==> src/rtl/booth_seq_mult.sv <==
// Sequential radix-2 Booth multiplier: one iteration per clock, signed 2*WIDTH-bit product with done pulse.
// Optional macro BOOTH_ZERO_BYPASS_EN: a zero operand skips the iterations and finishes on the next edge.
module booth_seq_mult #(
    parameter int WIDTH = 8
) (
    input  logic                        clk,
    input  logic                        rst,
    input  logic                        start,
    input  logic signed [WIDTH-1:0]     multiplicand,
    input  logic signed [WIDTH-1:0]     multiplier,
    output logic                        busy,
    output logic                        done,
    output logic signed [2*WIDTH-1:0]   product
);

    localparam int CW = $clog2(WIDTH) + 1;

    typedef enum logic [1:0] {
        S_IDLE = 2'd0,
        S_RUN  = 2'd1,
        S_DONE = 2'd2
    } state_t;

    state_t r_state;
    state_t w_next;

    logic [WIDTH:0]         r_a;
    logic [WIDTH:0]         r_m;
    logic [WIDTH-1:0]       r_q;
    logic                   r_qm1;
    logic [CW-1:0]          r_cnt;
    logic [2*WIDTH-1:0]     r_product;

    logic                   w_add;
    logic                   w_sub;
    logic [WIDTH:0]         w_b;
    logic [WIDTH:0]         w_c;
    logic [WIDTH:0]         w_sum;
    logic [WIDTH:0]         w_a_nxt;
    logic [WIDTH-1:0]       w_q_nxt;
    logic                   w_last;
    logic                   w_zero;

    assign w_add  = r_q[0] ^ r_qm1;
    assign w_sub  = r_q[0] & ~r_qm1;
    assign w_last = (r_cnt == CW'(1));

`ifdef BOOTH_ZERO_BYPASS_EN
    assign w_zero = (multiplicand == '0) || (multiplier == '0);
`else
    assign w_zero = 1'b0;
`endif

    // Subtraction reuses the adder: invert M through xor and inject the +1 as carry-in.
    assign w_b    = w_add ? (r_m ^ {(WIDTH+1){w_sub}}) : '0;
    assign w_c[0] = w_add & w_sub;

    for (genvar i = 0; i <= WIDTH; i++) begin : g_fa
        logic w_p;
        assign w_p      = r_a[i] ^ w_b[i];
        assign w_sum[i] = w_p ^ w_c[i];
        if (i < WIDTH) begin : g_carry
            assign w_c[i+1] = (r_a[i] & w_b[i]) | (w_c[i] & w_p);
        end
    end

    assign w_a_nxt = {w_sum[WIDTH], w_sum[WIDTH:1]};
    assign w_q_nxt = {w_sum[0], r_q[WIDTH-1:1]};

    always_ff @(posedge clk) begin
        if (rst) begin
            r_state <= S_IDLE;
        end else begin
            r_state <= w_next;
        end
    end

    always_comb begin
        w_next = r_state;
        case (r_state)
            S_IDLE, S_DONE: begin
                if (start) begin
                    w_next = w_zero ? S_DONE : S_RUN;
                end else begin
                    w_next = S_IDLE;
                end
            end
            S_RUN: begin
                if (w_last) begin
                    w_next = S_DONE;
                end
            end
            default: w_next = S_IDLE;
        endcase
    end

    always_ff @(posedge clk) begin
        if (rst) begin
            r_a       <= '0;
            r_m       <= '0;
            r_q       <= '0;
            r_qm1     <= 1'b0;
            r_cnt     <= '0;
            r_product <= '0;
        end else begin
            case (r_state)
                S_IDLE, S_DONE: begin
                    if (start) begin
                        r_m   <= {multiplicand[WIDTH-1], multiplicand};
                        r_q   <= multiplier;
                        r_a   <= '0;
                        r_qm1 <= 1'b0;
                        r_cnt <= CW'(WIDTH);
                        if (w_zero) begin
                            r_product <= '0;
                        end
                    end
                end
                S_RUN: begin
                    r_a   <= w_a_nxt;
                    r_q   <= w_q_nxt;
                    r_qm1 <= r_q[0];
                    r_cnt <= r_cnt - CW'(1);
                    if (w_last) begin
                        r_product <= {w_a_nxt[WIDTH-1:0], w_q_nxt};
                    end
                end
                default: ;
            endcase
        end
    end

    assign busy    = (r_state == S_RUN);
    assign done    = (r_state == S_DONE);
    assign product = r_product;

endmodule

==> config.mk <==
export PLATFORM = sky130hd
export DESIGN_NAME = booth_seq_mult
export DESIGN_NICKNAME = d
export VERILOG_FILES = /design/src/rtl/booth_seq_mult.sv
export SDC_FILE = /design/constraint.sdc
export NUM_CORES = 1
export LEC_CHECK = 0
export ABC_CLOCK_PERIOD_IN_PS = 4950
export BUFFER_PORTS_ARGS = -buffer_cell sky130_fd_sc_hd__buf_2
export CAP_MARGIN = 20
export CORE_ASPECT_RATIO = 1.4
export CORE_MARGIN = 8
export CORE_UTILIZATION = 54
export DETAILED_ROUTE_END_ITERATION = 16
export PLACE_DENSITY = 0.87
export SYNTH_ARGS = -nofsm -noshare
export SYNTH_HDL_FRONTEND = slang
export SYNTH_SLANG_ARGS = --single-unit
export TNS_END_PERCENT = 100
==> constraint.sdc <==
create_clock -name clk -period 4.95 [get_ports clk]
set_clock_uncertainty 0.1 [all_clocks]
set_input_delay 0.2475 -clock clk [delete_from_list [all_inputs] [get_ports clk]]
set_output_delay 0.2475 -clock clk [all_outputs]
set_load 0.05 [all_outputs]
==> results of run 1 <==
[through the flow]
step	instance area (µm²)	total power, W	instances	hold slack, ns
global placement	2210	0.000503	279	0.351
CTS	2300	0.000736	287	0.0688
floorplan	2070	0.000485	217	0.283
finish	2300	0.000734	287	0.0761
global route	2300	0.000765	287	0.0729
detailed placement	2210	0.000507	279	0.354
[worst paths after layout]
kind | from | endpoint
setup / recovery | r_q[0] | r_a[6]
hold / removal | multiplicand[5] | r_m[5]
setup reg to reg | r_q[0] | r_a[6]
hold reg to reg | r_qm1 | r_qm1
[state kept, by name (all words and copies together), names as in the netlist]
name and cells:
product 16, r_a 8, r_m 8, r_q 8, r_cnt 4, r_state 2
r_qm1 1
[layout by cell type (no fill, tap or decap), drive strengths merged]
master,instances
dfxtp,47
buf,37
a21oi,29
nand2,26
nand3,20
a22o,16
inv,11
fa,9
a22oi,8
nor2,7
xnor2,6
clkbuf,5
nand2b,5
ha,3
nor3,3
xor2,2
nor2b,2
clkinv,2
or3b,1
a211oi,1
and3,1
o21ba,1
nand3b,1
or2,1
clkinvlp,1
[where the power goes]
| part | internal, W | switching, W |
|---|---|---|
| Clock | 0.000101 | 0.000135 |
| Combinational | 0.0000339 | 0.0000597 |
| Sequential | 0.000393 | 0.0000122 |
[metal layers]
metal / share of wire, % / track usage [%]
met1: 43 / 17.6
met2: 50 / 26.5
met3: 4.7 / 3.26
met4: 2.4 / 8.04
met5: 0 / 0
[area by class of cell]
cell class	count	area (µm²)	share of cell area, %
timing repair buffer	37	188	8.15
multi-input combinational	142	986	42.8
inverter	11	41.3	1.79
sequential	47	941	40.9
clock inverter	3	25.0	1.09
tap	42	52.6	2.28
clock buffer	5	68.8	2.99
[cell families after synthesis]
logic type | after synthesis | share of synthesized area, %
fa+ha+maj | 12 | 10.5
simple gates | 67 | 15.9
compound gates | 55 | 17.9
flops | 47 | 45.5
buf+inv | 28 | 6.84
xor+xnor | 8 | 3.39
[worst max-delay path: stages (launching register included)]
cell and delay (ns):
sky130_fd_sc_hd__dfxtp_1 0.36, sky130_fd_sc_hd__ha_1 0.46, sky130_fd_sc_hd__xor2_1 0.12, sky130_fd_sc_hd__nand2b_1 0.12, sky130_fd_sc_hd__fa_1 0.16, sky130_fd_sc_hd__inv_1 0.05, sky130_fd_sc_hd__fa_1 0.38, sky130_fd_sc_hd__fa_1 0.39
sky130_fd_sc_hd__fa_1 0.40, sky130_fd_sc_hd__fa_1 0.40, sky130_fd_sc_hd__fa_1 0.40, sky130_fd_sc_hd__fa_1 0.43, sky130_fd_sc_hd__fa_1 0.52, sky130_fd_sc_hd__nand2_1 0.06, sky130_fd_sc_hd__a21oi_1 0.14
==> impl_metrics.env, run 1 <==
export IMPL_outcome="finished, final reports clean"
export IMPL_numCtsBuffers=5
export IMPL_root_buffer_selected_by_cts="sky130_fd_sc_hd__clkbuf_8"
export IMPL_antenna_found_initial=0
export IMPL_final_hold_violation_count=0
export IMPL_required_worst_endpoint_ns=5.09
export IMPL_grt_first_pass_wirelength_mm=7.29
export IMPL_site_row_count=26
export IMPL_route_detailed_wl_per_inst_um=15.2
export IMPL_p_leak_nw=0.988
export IMPL_worst_case_clock_buffer_depth=2
export IMPL_relSlewSlack_pct=31.4
export IMPL_boundaryPins=37
export IMPL_pre_cts_slack_ns=0.391
export IMPL_fp_dieArea_um2=6090
export IMPL_firstDrtPassIters=4
export IMPL_synth_most_common_cell="sky130_fd_sc_hd__dfxtp_1"
export IMPL_synth_ff_latch_count=47
export IMPL_clock_fmax_mhz=219
export IMPL_diodes=0
export IMPL_proportion_of_synthesized_chip_area_in_sequential_cells_pct=45.5
export IMPL_grt_max_degree=33
export IMPL_post_route_cells_drive_above_1_share_pct=22.4
export IMPL_dieWidth_um=68.3
export IMPL_post_route_worst_setup_slack_ns=0.393
export IMPL_fillCellCount=318
export IMPL_crit_fanout=9
export IMPL_dp_hpwl_mm=3.07
export IMPL_grt_use_total_pct=15.6
export IMPL_clkTransAtPathRegs_ns=0.09
export IMPL_vdd_ir_drop_worst_mv=0.209
export IMPL_setup_repair_after_global_routing_missed_its_margin="false"
export IMPL_drt_first_iter_violations=98
export IMPL_setup_viol=0
export IMPL_ys_flop_type="sky130_fd_sc_hd__dfxtp_1"
export IMPL_yosys_cell_types_count=28
export IMPL_critical_path_arrival_ns=4.70
export IMPL_synthesized_cell_area_um2=2070
export IMPL_detail_route_antenna_nets=0
export IMPL_htree_num_levels=2
export IMPL_postCtsSetupRepairBufs=0
export IMPL_post_route_period_util_pct=92.1
export IMPL_gp_congestion=0.846
export IMPL_min_period_ns=4.56
export IMPL_post_cts_resized=0
export IMPL_vias_in_the_first_global_route=1603
export IMPL_synthToLayoutAreaGrowth_pct=11.3
export IMPL_power_density_nw_per_um2=319
export IMPL_synthTopCellsByCount="47 x sky130_fd_sc_hd__dfxtp_1, 29 x sky130_fd_sc_hd__a21oi_1, 26 x sky130_fd_sc_hd__nand2_1"
export IMPL_viasPerCell=5.63
export IMPL_vias=1617
export IMPL_slew_viol_final=0
export IMPL_r2r_slack_ns=0.39
export IMPL_cts_tree="yes"
export IMPL_cts_hold_buffers=0
export IMPL_async_reset_ff_share_pct=0
export IMPL_synth_top_cell_by_area="sky130_fd_sc_hd__dfxtp_1"
export IMPL_ys_warnings_count=0
export IMPL_hold_path_class="in -> reg"
export IMPL_drc=0
export IMPL_criticalPathCategory="reg -> reg"
export IMPL_worstSkewPairLatency_ns=0.31
export IMPL_numPortBuffers=36
export IMPL_syn_mean_instance_area_um2=9.53
export IMPL_final_setup_tns_ns=0
export IMPL_postRouteWirelength_mm=4.36
export IMPL_crit_path_start_kind="register"
export IMPL_fp_coreArea_um2=3680
export IMPL_synth_enable_flop_cells=0
export IMPL_total_nets_after_synthesis=248
export IMPL_synthTopCellsByArea="sky130_fd_sc_hd__dfxtp_1 45%, sky130_fd_sc_hd__fa_1 8.7%, sky130_fd_sc_hd__a21oi_1 7.0%, sky130_fd_sc_hd__nand3_1 4.8%, sky130_fd_sc_hd__nand2_1 4.7%"
export IMPL_worst_setup_path_end_kind="register"
export IMPL_tritoncts_num_sinks=47
export IMPL_tightestPinTransition_ns=1.03
export IMPL_synth_top_area_share_pct=45.5
export IMPL_timing_reg2reg_worst_path_depth=14
export IMPL_syn_inst=217
export IMPL_grt_overflow=0
export IMPL_whs_path_depth=3
export IMPL_max_cap_violations=0
export IMPL_final_util_pct=62.6
export IMPL_die_height_um=89.2
export IMPL_initial_core_util_pct=56.3
export IMPL_num_nets_final=275
(Power assumes the default switching activity.)
==> inputs of run 2 (changes only) <==
--- a/config.mk
+++ b/config.mk
@@ -5,7 +5,8 @@
 export SDC_FILE = /design/constraint.sdc
 export NUM_CORES = 1
 export LEC_CHECK = 0
-export ABC_CLOCK_PERIOD_IN_PS = 4950
+export ABC_AREA = 0
+export ABC_CLOCK_PERIOD_IN_PS = 4350
 export BUFFER_PORTS_ARGS = -buffer_cell sky130_fd_sc_hd__buf_2
 export CAP_MARGIN = 20
 export CORE_ASPECT_RATIO = 1.4
==> constraint.sdc (replaced) <==
create_clock -name clk -period 4.35 [get_ports clk]
set_clock_uncertainty 0.1 [all_clocks]
set_input_delay 0.2175 -clock clk [delete_from_list [all_inputs] [get_ports clk]]
set_output_delay 0.2175 -clock clk [all_outputs]
set_load 0.05 [all_outputs]
==> impl_metrics.env, run 2 (synthesis gave the netlist of run 1 again) <==
export IMPL_outcome="finished, final reports clean"
export IMPL_critical_path_arrival_ns=4.32
export IMPL_setup_viol=0
export IMPL_vias=1631
export IMPL_netSwitchingFraction_pct=28.4
export IMPL_grt_use_total_pct=16.0
export IMPL_antenna_found_initial=0
export IMPL_tightestPinTransition_ns=1.08
export IMPL_vias_in_the_first_global_route=1683
export IMPL_hold_path_class="in -> reg"
export IMPL_viasPerCell=5.64
export IMPL_relSlewSlack_pct=27.8
export IMPL_max_cap_violations=0
export IMPL_criticalPathCategory="reg -> reg"
export IMPL_final_common_cell="sky130_fd_sc_hd__dfxtp_1"
export IMPL_detail_route_antenna_nets=0
export IMPL_timing_critical_path_cells="inv_1, ha_1, xor2_1, nand2b_1, fa_1, inv_1, fa_1, fa_2, fa_2, fa_2, fa_2, fa_2, fa_1, a22o_1"
export IMPL_root_buffer_selected_by_cts="sky130_fd_sc_hd__clkbuf_8"
export IMPL_dp_cells=281
export IMPL_tritoncts_num_sinks=47
export IMPL_worst_setup_path_end_kind="register"
export IMPL_grt_first_pass_wirelength_mm=7.56
export IMPL_layout_cells_most_common_list="47 x sky130_fd_sc_hd__dfxtp_1, 36 x sky130_fd_sc_hd__buf_2, 28 x sky130_fd_sc_hd__a21oi_1"
export IMPL_numPortBuffers=36
export IMPL_grt_max_degree=33
export IMPL_comb_power_share_pct=13.2
export IMPL_post_route_cells_drive_above_1_share_pct=25.9
export IMPL_die_height_um=89.2
export IMPL_cts_tree="yes"
export IMPL_timing_critical_path_slowest_cell_delay_ns=0.51
export IMPL_boundaryPins=37
export IMPL_dieWidth_um=68.3
export IMPL_drt_first_iter_violations=130
export IMPL_power_density_nw_per_um2=359
export IMPL_grt_overflow=0
export IMPL_drc=0
export IMPL_largest_register_ffs=16
export IMPL_firstDrtPassIters=4
export IMPL_sequential_fraction_of_design_power_pct=54.7
export IMPL_initial_core_util_pct=56.3
export IMPL_dp_hpwl_mm=3.11
export IMPL_final_hold_violation_count=0
export IMPL_postRouteWirelength_mm=4.53
export IMPL_worst_case_clock_buffer_depth=2
export IMPL_diodes=0
export IMPL_post_route_worst_setup_slack_ns=0.129
export IMPL_num_nets_final=277
export IMPL_critical_path_most_common_cell="sky130_fd_sc_hd__fa_2"
export IMPL_critical_path_slowest_cell="sky130_fd_sc_hd__fa_1"
export IMPL_stdcell_count=289
export IMPL_p_leak_nw=0.988
export IMPL_power_internal_w=0.000603
export IMPL_required_worst_endpoint_ns=4.45
export IMPL_slew_viol_final=0
export IMPL_site_row_count=26
export IMPL_synthToLayoutAreaGrowth_pct=13.4
export IMPL_gp_congestion=0.810
export IMPL_clock_power_share_pct=32.0
export IMPL_htree_num_levels=2
export IMPL_fp_coreArea_um2=3680
export IMPL_fp_dieArea_um2=6090
export IMPL_post_route_period_util_pct=97.0
export IMPL_crit_path_start_kind="register"
export IMPL_route_detailed_wl_per_inst_um=15.7
export IMPL_netSwitchingPower_w=0.000239
export IMPL_clkTransAtPathRegs_ns=0.10
export IMPL_clock_fmax_mhz=237
export IMPL_numCtsBuffers=5
export IMPL_crit_fanout=2
export IMPL_pre_cts_slack_ns=0.00985
export IMPL_vdd_ir_drop_worst_mv=0.294
export IMPL_min_period_ns=4.22
export IMPL_worstSkewPairLatency_ns=0.30
[run 2: cell types whose count changed in the layout (fill, tap and decap cells not counted), sizes merged]
cell / delta
buf: +2
[run 2: stage by stage]
step | setup TNS, ns | utilization (%) | power (W) | area [µm²] | hold WS [ns]
6_report | 0 | 63.8 | 0.000842 | 2340 | 0.0524
5_1_grt | -0.000475 | 63.8 | 0.000878 | 2340 | 0.0631
4_1_cts | 0 | 63.1 | 0.000841 | 2320 | 0.0493
3_5_place_dp | 0 | 60.5 | 0.000579 | 2220 | 0.352
3_3_place_gp | 0 | 60.5 | 0.000574 | 2220 | 0.351
2_1_floorplan | 0 | - | 0.000552 | 2070 | 0.253
[run 2: layout make-up]
class,count,area (µm²)
Clock inverter,3,25.0
Fill cell,312,1330
Clock buffer,5,68.8
Tap cell,42,52.6
Sequential cell,47,941
Inverter,11,41.3
Multi-Input combinational cell,142,1010
Timing Repair Buffer,39,206
[run 2: what timing repair did]
item	CTS	global route
pin swaps	0	2
buffers inserted	0	0
resized for setup	1	7
cloned	0	0
endpoints found under the setup margin	2	3
hold buffers	0	0
[run 2: final timing paths]
kind,start,to,slack [ns],depth (start not counted)
worst max-delay path,r_qm1,product[14],0.13,14
worst min-delay path,multiplicand[0],r_m[0],0.05,3
worst max register to register,r_qm1,product[14],0.13,14
worst min register to register,r_m[7],r_m[7],0.37,2
[run 2: power groups by stage]
stage,combinational (W),clock (W),sequential [W]
3_5_place_dp,0.000108,0,0.000471
4_1_cts,0.000109,0.000271,0.000460
6_report,0.000112,0.000270,0.000461
3_3_place_gp,0.000104,0,0.000470
5_1_grt,0.000124,0.000291,0.000463
2_1_floorplan,0.0000829,0,0.000469
[run 2: layer usage]
layer  wire [µm]  GRT usage (%)
met1        1890           18.6
met5           0              0
met3         209           2.89
met2        2350           28.0
met4          89           6.17
[run 2: worst max-delay path, delay by kind of cell, from the launching register on]
family          cells  cell delay, ns
fa+ha+maj           9            3.11
compound gates      1            0.23
flops               1            0.34
buf+inv             2            0.10
simple gates        1            0.09
xor+xnor            1            0.15
